--- src/rtl/mm3_pkg.sv ---
// mm3_pkg: shared state encoding, sizes and indexing helper for the 3x3 sequencer
package mm3_pkg;
  typedef enum logic [1:0] {IDLE, MAC, STORE, DONE} mm3_state_e;
  localparam int MM3_N = 3;
  localparam int MM3_ELEMS = 9;
  localparam int MM3_ACC_W = 18;
  function automatic logic [3:0] idx(input logic [1:0] r, input logic [1:0] c);
    return 4'(r) * 4'(MM3_N) + 4'(c);
  endfunction
endpackage

--- src/rtl/mm3_mac.sv ---
// mm3_mac: 8x8 unsigned multiply feeding an 18-bit registered accumulator
module mm3_mac
  import mm3_pkg::*;
(
  input  logic                 clk,
  input  logic                 rst,
  input  logic                 load,
  input  logic                 en,
  input  logic [7:0]           a,
  input  logic [7:0]           b,
  output logic [MM3_ACC_W-1:0] acc
);
  logic [15:0] prod;
  assign prod = a * b;
  // load starts a fresh dot product, otherwise the product is added on
  always_ff @(posedge clk)
    if (rst) acc <= '0;
    else if (en) acc <= load ? MM3_ACC_W'(prod) : acc + MM3_ACC_W'(prod);
endmodule

--- src/rtl/mm3_seq_ctrl.sv ---
// mm3_seq_ctrl: walks 27 products through one shared MAC into the C bank
module mm3_seq_ctrl
  import mm3_pkg::*;
#(
  parameter int MAT_N = 3,
  parameter int DAT_W = 8,
  parameter int RES_W = 16
) (
  input  logic             clk,
  input  logic             rst,
  input  logic             start,
  output logic             busy,
  output logic             done,
  input  logic             wr_en,
  input  logic             wr_sel,
  input  logic [3:0]       wr_addr,
  input  logic [DAT_W-1:0] wr_data,
  input  logic [3:0]       rd_addr,
  output logic [RES_W-1:0] rd_data,
  output logic             ovf
);
  mm3_state_e state, state_d;
  logic [1:0] i, j, k;
  logic [DAT_W-1:0] a_bank [MM3_ELEMS];
  logic [DAT_W-1:0] b_bank [MM3_ELEMS];
  logic [RES_W-1:0] c_bank [MM3_ELEMS];
  logic [MM3_ACC_W-1:0] acc;
  logic k_last, j_last, elem_last, idle;
  assign idle = state == IDLE;
  assign k_last = k == 2'(MAT_N - 1);
  assign j_last = j == 2'(MAT_N - 1);
  assign elem_last = j_last && i == 2'(MAT_N - 1);
  assign busy = state == MAC || state == STORE;
  assign done = state == DONE;
  mm3_mac u_mac (
    .clk (clk),
    .rst (rst),
    .load(k == 2'd0),
    .en  (state == MAC),
    .a   (a_bank[idx(i, k)]),
    .b   (b_bank[idx(k, j)]),
    .acc (acc)
  );
  // state register
  always_ff @(posedge clk)
    if (rst) state <= IDLE;
    else state <= state_d;
  // next-state: three MAC cycles then one STORE per element, DONE after the ninth
  always_comb begin
    state_d = state;
    state_d = idle ? (start ? MAC : IDLE) :
              state == MAC ? (k_last ? STORE : MAC) :
              state == STORE ? (elem_last ? DONE : MAC) : IDLE;
  end
  // i/j/k walk in row-major order; ovf clears on an accepted start and is sticky afterwards
  always_ff @(posedge clk)
    if (rst || (idle && start)) begin
      i <= '0;
      j <= '0;
      k <= '0;
      ovf <= 1'b0;
    end else if (state == MAC) k <= k_last ? 2'd0 : k + 2'd1;
    else if (state == STORE) begin
      j <= j_last ? 2'd0 : j + 2'd1;
      i <= j_last ? (i == 2'(MAT_N - 1) ? 2'd0 : i + 2'd1) : i;
      ovf <= ovf | (|acc[MM3_ACC_W-1:RES_W]);
    end
  // operand writes only while idle, C written on STORE, C read back every cycle
  always_ff @(posedge clk)
    if (rst) begin
      for (int n = 0; n < MM3_ELEMS; n++) begin
        a_bank[n] <= '0;
        b_bank[n] <= '0;
        c_bank[n] <= '0;
      end
      rd_data <= '0;
    end else begin
      if (idle && wr_en && wr_addr < 4'(MM3_ELEMS)) begin
        if (wr_sel) b_bank[wr_addr] <= wr_data;
        else a_bank[wr_addr] <= wr_data;
      end
      if (state == STORE) c_bank[idx(i, j)] <= acc[RES_W-1:0];
      rd_data <= rd_addr < 4'(MM3_ELEMS) ? c_bank[rd_addr] : '0;
    end
endmodule

--- config.mk ---
export PLATFORM = sky130hd
export DESIGN_NAME = mm3_seq_ctrl
export DESIGN_NICKNAME = d
export VERILOG_FILES = /design/src/rtl/mm3_pkg.sv /design/src/rtl/mm3_mac.sv /design/src/rtl/mm3_seq_ctrl.sv
export SDC_FILE = /design/constraint.sdc
export NUM_CORES = 1
export LEC_CHECK = 0
export ABC_AREA = 0
export CAP_MARGIN = 20
export CORE_UTILIZATION = 62
export CTS_CLUSTER_DIAMETER = 50
export DETAILED_ROUTE_END_ITERATION = 10
export PLACE_DENSITY = 0.82
export SLEW_MARGIN = 20
export SYNTH_ARGS = -nofsm -noshare
export SYNTH_HDL_FRONTEND = slang
export SYNTH_HIERARCHICAL = 1
export SYNTH_SLANG_ARGS = --single-unit
--- constraint.sdc ---
create_clock -name clk -period 8.9 [get_ports clk]
set_input_delay 2.225 -clock clk [delete_from_list [all_inputs] [get_ports clk]]
set_output_delay 2.225 -clock clk [all_outputs]
set_load 0.05 [all_outputs]
==> results.txt <==
final hold violation count = 0
initial antenna violation count = 0
Gate Count Post-Synth = 1634
setup TNS = 0 ns
# hold bufs at CTS = 0
Seq/Total Area, Yosys = 57.43%
vias after detailed routing = 13690
cell family with most CP delay = adder cells
non-filler instance count after layout = 2289
final wirelength = 49680 µm
most numerous cell on the critical path = fa_1
Tot GR Track Use = 28.23%
commonest non-fill, non-tap cells in the layout = edfxtp_1 (400), and2_1 (203), nor2_1 (186)
Post-Synth Adder-Cell Area = 7.569%
first-pass GRT wire length = 77580 µm
crit start category = flip-flop
worst-margin pin slew = 1.137 ns
reg2reg path depth = 29
number of vias per cell = 5.980
Critical Path RT = 9.32 ns
Hold Startpoint = ovf
commonest non-fill, non-tap cell in the layout = edfxtp_1
crit path max-delay cell type = mux4_1
maxcap violations = 0
Post-Synth XOR/XNOR Area = 1.055%
clock transition at the registers of the reported paths = 0.06 ns
fin crit period = 8.398 ns
Pint = 3775 µW
simple-gate share of the synthesized area = 13.60%
crit end category = flip-flop
Post-Synthesis Cell Area = 22420 µm²
Sink Count = 443
number of buffers on the longest clock path = 3
total gr overflow = 0
ant diodes = 0
final worst path period share = 94.36%
mux contribution to synthesized area = 12.03%
Max Clk Rate = 119.1 MHz
Wirelength per Cell = 21.70 µm
Seq cells post-synth = 443
Syn. warnings = 6
Hold Path Class = flip-flop to flip-flop
post-synthesis cell type count = 68
CTS H-tree lvls = 2
largest family of logic cells by synthesized area = simple AND/OR/NAND/NOR gates
gpl congestion = 0.9075
pin count of the biggest net entering global routing = 69
Final setup viols = 0
Comb pwr share = 12.7%
die width = 192.1 µm
reg2reg start = i[0]
Final ANT Viol Nets = 0
CTS Buf Count = 48
1st-iter DRT viols = 948
compound-cell area share of the yosys netlist = 5.336%
number of global-route vias before repair = 14040
Max Slew Vio Count = 0
worst-path fanout max = 32
Initial DRT Pass Iterations = 5
Die Y = 192.1 µm
clock share of power = 39.2%
FFs w/ async S/R, synth = 0%
FF-to-FF End = u_mac/acc[17]
Placed Cells = 2201
switching share of power = 24.41%
Core Region = 35570 µm²
post-route DRC violation count = 0
Crit Path Class = flip-flop to flip-flop
fraction of layout cells with a size suffix above 1 = 12.64%
Final Skew = 0.01434 ns
Post-CTS Setup Inserts = 0
fin nets = 1922
CTS Root Cell = clkbuf_16
ys flop type = edfxtp_1
Max VDD drop = 0.1827 mV
initial core utilization = 63.02%
minimum setup slack among reg-to-reg paths = 0.50 ns
worst path bufs/invs = 5
Layout Utilization = 71.00%
Clock Latency Late Sink = 0.58 ns
Top Ports = 40
Pwr Density = 197.8 nW/µm²
CP arrival = 8.82 ns
die area = 36920 µm²
EDFF count, synth = 400
RSZ-0062 raised after global routing = no
row count = 69
TritonCTS clock tree = yes
Pleak = 0.009970 µW
Resized cells post-CTS = 0
status = completed
WHS = 0.5070 ns
Sw Pwr = 1219 µW
Worst Hold End = ovf
port bufs = 39
worst hold path depth = 2
Avg Cell Area, Syn = 13.72 µm²
Area Overhead vs Synth = 12.67%
DP HPWL = 32420 µm
Rel. slew slack = 24.02%
Critical Path Max Stage Delay = 0.69 ns
sequential share of power = 48.2%
-- per-layer routing --
metal	track usage, %	up-vias	share of wire, %
li1	-	6194	-
met1	35.15	6793	38
met2	49.63	571	51
met3	4.422	130	7.2
met4	10.69	0	3.2
met5	0	-	0
-- per-stage QoR --
stage	setup slack (ns)	instance area [µm²]	power, µW
4_1_cts	0.5169	25260	5007
5_1_grt	0.1723	25250	5172
3_3_place_gp	0.7294	23710	3044
6_report	0.5019	25250	4994
2_1_floorplan	1.026	22830	2890
3_5_place_dp	0.5834	23710	3069
-- cells by family after synthesis --
family	after synthesis
buf+inv	152
simple gates	592
mux	135
xor+xnor	27
flops	443
fa+ha+maj	111
compound gates	173
other cells	1
-- sequential cells by signal (all words and copies together) (netlist names), 16 cells and up --
| register | count |
|---|---|
| a_bank | 128 |
| b_bank | 128 |
| c_bank | 144 |
| rd_data | 16 |
| u_mac/acc | 18 |
-- worst max path at each step --
stage | start | to | slack (ns) | depth (start not counted)
6_report | i[0] | u_mac/acc[17] | 0.50 | 29
5_1_grt | k[0] | u_mac/acc[17] | 0.17 | 26
4_1_cts | k[0] | u_mac/acc[17] | 0.52 | 26
3_5_place_dp | k[0] | u_mac/acc[17] | 0.58 | 26
3_3_place_gp | k[1] | u_mac/acc[17] | 0.73 | 26
2_1_floorplan | i[0] | u_mac/acc[17] | 1.03 | 29
-- Yosys cell counts (4+ instances only) --
library cell	count	area [µm²]
nor2b_1	4	25.02
a21o_1	15	112.6
nor3_1	12	60.06
mux2i_1	37	370.4
dfxtp_1	43	860.8
nand2b_1	12	75.07
nor2_1	187	701.9
ha_1	70	875.8
a211oi_1	14	105.1
nor3b_1	9	67.56
nand4_1	5	31.28
nand3b_1	11	82.58
a21oi_1	55	275.3
mux4_1	32	840.8
a21bo_2	9	90.09
or2_2	30	187.7
nand3_1	4	20.02
inv_1	73	274.0
o211ai_1	6	45.04
edfxtp_1	400	12010
buf_1	9	33.78
buf_6	5	56.30
xor2_1	8	70.07
and2_1	203	1270
o21bai_1	9	67.56
nand2_1	90	337.8
mux4_2	66	1486
buf_2	13	65.06
fa_1	41	820.8
a22oi_1	8	60.06
clkbuf_1	47	176.4
or3_1	4	25.02
xnor2_1	19	166.4
and3_1	11	68.82
o21ai_0	12	60.06
o22ai_1	6	37.54
a31oi_1	8	50.05
-- power by group through the flow --
stage	sequential, µW	combinational (µW)	clock (µW)
after floorplan	2440	447	0
after global placement	2440	603	0
after detailed placement	2450	619	0
after CTS	2410	626	1980
after global routing	2410	695	2060
final	2410	632	1960
-- worst min-delay path: cells and delay by family, from the launching register on --
family	cells	cell delay (ns)
buffers and inverters	1	0.07
DFF	1	0.34
AOI/OAI and AO/OA	1	0.05
-- layout make-up --
| type | instances | area, µm² |
|---|---|---|
| inverters | 73 | 274.0 |
| flip-flops and latches | 443 | 12870 |
| multi-input cells | 1150 | 9325 |
| well taps | 461 | 576.8 |
| clock buffers | 62 | 1315 |
| repair buffers | 74 | 653.1 |
| clock inverters | 26 | 237.7 |
| fillers | 2348 | 10310 |
No activity file was read; power rests on OpenSTA's default activity.
